**src/rtl/if_stage.sv**
```systemverilog
// Instruction fetch: PC register, prioritised next-PC select, IF/ID pipeline register, stall counter.
// Latency: fetched word reaches IF/ID one cycle after its PC; a redirect target reaches PC one cycle later.
// Backpressure: PCWr=0 holds the PC, IF_ID_Wr=0 holds IF/ID; redirects override both and flush IF/ID.
module if_stage #(
    parameter logic [31:0] RESET_PC   = 32'h0000_0000,
    parameter logic [31:0] EXC_VECTOR = 32'h8000_0080,
    parameter logic [31:0] NOP_INSTR  = 32'h0000_0000
) (
    input  logic        clk,
    input  logic        reset,
    input  logic        PCWr,
    input  logic        IF_ID_Wr,
    input  logic        Jump_ID,
    input  logic [31:0] JumpTarget_ID,
    input  logic        BranchTaken_EX,
    input  logic [31:0] BranchTarget_EX,
    input  logic        Exception,
    input  logic [31:0] Instr_in,
    output logic [31:0] PC,
    output logic [31:0] IF_ID_Instr,
    output logic [31:0] IF_ID_PCPlus4,
    output logic        IF_ID_Valid,
    output logic [31:0] StallCount
);

    logic [31:0] pcPlus4;
    logic        redirect;

    // Sequential fetch address; wraps modulo 2^32.
    assign pcPlus4  = PC + 32'd4;
    // Any redirect squashes the wrong-path fetch, making a concurrent stall irrelevant.
    assign redirect = Exception | BranchTaken_EX | Jump_ID;

    // PC update with exception > branch > jump > stall > sequential priority.
    always_ff @(posedge clk) begin
        if (reset) begin
            PC <= RESET_PC;
        end else if (Exception) begin
            PC <= EXC_VECTOR;
        end else if (BranchTaken_EX) begin
            PC <= BranchTarget_EX;
        end else if (Jump_ID) begin
            PC <= JumpTarget_ID;
        end else if (PCWr) begin
            PC <= pcPlus4;
        end
    end

    // IF/ID register: flush on any redirect (flush beats hold), else hold or load the fetch.
    always_ff @(posedge clk) begin
        if (reset || redirect) begin
            IF_ID_Instr   <= NOP_INSTR;
            IF_ID_PCPlus4 <= 32'd0;
            IF_ID_Valid   <= 1'b0;
        end else if (IF_ID_Wr) begin
            IF_ID_Instr   <= Instr_in;
            IF_ID_PCPlus4 <= pcPlus4;
            IF_ID_Valid   <= 1'b1;
        end
    end

    // Saturating count of genuinely stalled fetch cycles (stall not overridden by a redirect).
    always_ff @(posedge clk) begin
        if (reset) begin
            StallCount <= 32'd0;
        end else if (!PCWr && !redirect && (StallCount != 32'hFFFF_FFFF)) begin
            StallCount <= StallCount + 32'd1;
        end
    end

endmodule

```
**config.mk**
```make
export PLATFORM = sky130hd
export DESIGN_NAME = if_stage
export DESIGN_NICKNAME = d
export VERILOG_FILES = /design/src/rtl/if_stage.sv
export SDC_FILE = /design/constraint.sdc
export NUM_CORES = 1
export LEC_CHECK = 0
export ABC_AREA = 1
export ABC_CLOCK_PERIOD_IN_PS = 5300
export BUFFER_PORTS_ARGS = -buffer_cell sky130_fd_sc_hd__buf_2
export CAP_MARGIN = 20
export CORE_ASPECT_RATIO = 0.6
export CORE_MARGIN = 8
export CORE_UTILIZATION = 40
export DETAILED_ROUTE_END_ITERATION = 8
export MAX_ROUTING_LAYER = met4
export PLACE_DENSITY = 0.69
export SYNTH_ARGS = -nofsm -noshare
export SYNTH_HDL_FRONTEND = slang
export SYNTH_SLANG_ARGS = --single-unit
```
**constraint.sdc**
```tcl
create_clock -name clk -period 5.3 [get_ports clk]
set_input_delay 0.53 -clock clk [delete_from_list [all_inputs] [get_ports clk]]
set_output_delay 0.53 -clock clk [all_outputs]
set_load 0.01 [all_outputs]
```
==> metrics.csv <==
metric;value;unit
area.growth.synth_to_final;25.9;%
synth_fp_nets;1213;
critPathMaxFanout;51;
row_count;37;
track_usage;23.6;%
drv_cap;0;
synth.distinct_cells;35;
max_freq;334;MHz
period_minus_slack;2.99;ns
setup_viol;0;
worstSetupPathType;input port to register;
cpPeakStageDelay;0.54;ns
clkTransAtPathRegs;0.06;ns
post-cts-setup-buffer-count;0;
wirelength;26.3;mm
worstPathCellList;buf_2 -> nor2_8 -> inv_2 -> nor2_8 -> inv_2 -> nor2_8 -> nand2_4 -> inv_2 -> nand2_1 -> nand2_1 -> nand2_1 -> nor2_1;
numCtsBuffers;17;
gp_congestion;1.00;
clock-sinks;129;
grt_start_max_net_pins;72;
antenna_found_initial;1;
synthFlopType;dfxtp_1;
hold_viol;0;
avgSynthCellArea;6.30;sq um
tns;0;ns
wl_per_cell;16.8;microns
yosys_warnings;0;
drive_gt1_share;23.1;%
synth_seq_cells;129;
vias_per_cell;4.99;
synth_edf_count;0;
cp-end-kind;register;
final.setup_skew;0.0104;ns
place_hpwl;20.0;mm
cts_tree;done;
async_reset_ff_share;0;%
crit_family;simple AND/OR/NAND/NOR gates;
max_slew.worst_pin.slew;1.01;ns
hp-class;input port to register;
relSlewSlack;32.4;%
core-area;17100;sq um
p_leak;0.00406;uW
yosysSeqAreaShare;37.0;%
grt_pass1_wl;40.7;mm
p_total;2400;uW
cts_max_level;4;
dpl.cell_count;1523;
initial_core_util;40.8;%
cts-root-buf;clkbuf_16;
synth_largest_area_cell;dfxtp_1;
cp.required;5.65;ns
port_buffers;231;
insertion_delay;0.42;ns
die_w;187;microns
drt_iter0_drc;806;
syn_area;6980;sq um
crit_path_start_kind;input port;
ir_drop;0.209;mV
ioPinCount;232;
die_h;118;microns
cp_num_buf_inv;4;
outcome;finished clean;
first_global_vias;7205;
final-max-slew-violation-count;0;
cts_hold_buf;0;
syn_inst;1108;
arrival;3.34;ns
fin_nets;1414;
cts_resized;0;
drtPass1Iterations;5;
stdcell_count;1558;
cts.path.max_buffers;2;
die-area;22100;sq um
cpMaxStageDelayCell;inv_2;
gr-total-overflow;0;
fill_cells;1805;
pwr_density_cell;273;nW/um^2
hold_ws;0.363;ns
synth.area.top_cells;dfxtp_1 37%, nand2_1 20%, nor2_1 10%;
rsz0062_at_grt;false;
fin_crit_sh;56.5;%
routed-via-count;7779;
synth_top_area_share;37.0;%
ant_nets;0;
remaining_drc_errors;0;
[state kept, by name, indices dropped and copies added, names as in the netlist, named ones only]
name and count:
IF_ID_Instr 32, IF_ID_PCPlus4 32, StallCount 32, PC 30, IF_ID_Valid 1
[logic make-up after synthesis]
kind of cell             share of synthesized area [%]
XOR/XNOR                                          3.26
AND/OR/NAND/NOR                                   37.0
AO/OA/AOI/OAI                                     14.2
buffers and inverters                             8.10
adder cells (fa/ha/maj)                          0.358
flip-flops                                        37.0
[layer usage]
metal | wire length, microns | part of all wire (%) | global-route usage (%) | vias up
li1 | - | - | - | 3906
met1 | 13000 | 50 | 34.2 | 3463
met2 | 10000 | 38 | 30.4 | 399
met3 | 3020 | 12 | 8.57 | 11
met4 | 171 | 0.65 | 4.25 | 0
met5 | 0 | 0 | - | -
[where the power goes]
part           switching [uW]  total [uW]  internal (uW)
logic                     145         226           81.7
registers                24.1        1010            988
clock network             483        1160            678
[through the flow]
step | utilization (%) | cell area (sq um) | worst slack (ns)
3_5_place_dp | 47.8 | 8190 | 1.95
4_1_cts | 51.2 | 8770 | 2.38
6_report | 51.3 | 8790 | 2.31
5_1_grt | 51.3 | 8790 | 2.10
3_3_place_gp | 47.8 | 8190 | 2.06
2_1_floorplan | - | 6980 | 3.54
[final timing paths]
| kind | startpoint | endpoint | slack [ns] | cells after the start |
|---|---|---|---|---|
| setup / recovery | BranchTaken_EX | StallCount[24] | 2.31 | 12 |
| hold / removal | Instr_in[20] | IF_ID_Instr[20] | 0.36 | 3 |
| setup reg to reg | PC[2] | PC[16] | 2.77 | 9 |
| hold reg to reg | IF_ID_Instr[1] | IF_ID_Instr[1] | 0.46 | 2 |
[tightest hold or removal path: stages]
cell     delay (ns)
buf_2          0.10
nand2_1        0.05
a21oi_1        0.05
[cell usage after synthesis, types with 2 or more instances]
| cell type | count |
|---|---|
| nand2_2 | 9 |
| inv_1 | 78 |
| a21oi_1 | 115 |
| nand4_1 | 5 |
| nor3_1 | 11 |
| nor2_8 | 3 |
| buf_1 | 5 |
| buf_6 | 3 |
| nand3_1 | 29 |
| nor2_2 | 6 |
| xnor2_1 | 9 |
| o21ai_0 | 49 |
| o211ai_1 | 7 |
| nand2_1 | 363 |
| inv_2 | 6 |
| nand3b_1 | 6 |
| xor2_1 | 17 |
| buf_2 | 5 |
| buf_4 | 5 |
| a31oi_1 | 3 |
| a21oi_2 | 10 |
| nor3_2 | 2 |
| nor2_1 | 188 |
| nor3b_1 | 3 |
| ha_1 | 2 |
| dfxtp_1 | 129 |
| clkbuf_1 | 32 |
[cell usage in the layout, fill, tap and decap left out, types with 7 or more instances in the layout]
| cell | synthesis | final |
|---|---|---|
| nand3_1 | 29 | 29 |
| nand2_2 | 9 | 9 |
| nand2_1 | 363 | 363 |
| a21oi_2 | 10 | 10 |
| clkbuf_16 | 0 | 17 |
| nor2_1 | 188 | 188 |
| buf_2 | 5 | 231 |
| dfxtp_1 | 129 | 129 |
| o211ai_1 | 7 | 7 |
| nor3_1 | 11 | 11 |
| inv_1 | 78 | 77 |
| a21oi_1 | 115 | 115 |
| inv_2 | 6 | 7 |
| xnor2_1 | 9 | 9 |
| xor2_1 | 17 | 17 |
| o21ai_0 | 49 | 49 |
[cell type report]
cell class              instances  area (sq um)  area share (%)
flip-flops and latches        129          2580            29.4
repair buffers                233          1180            13.5
diodes                          2          5.00          0.0569
clock inverters                13           126            1.44
inverters                      84           315            3.59
well taps                     234           293            3.33
clock buffers                  19           453            5.15
multi-input cells             844          3830            43.6
Note: power is estimated with default switching activity, not from simulation.
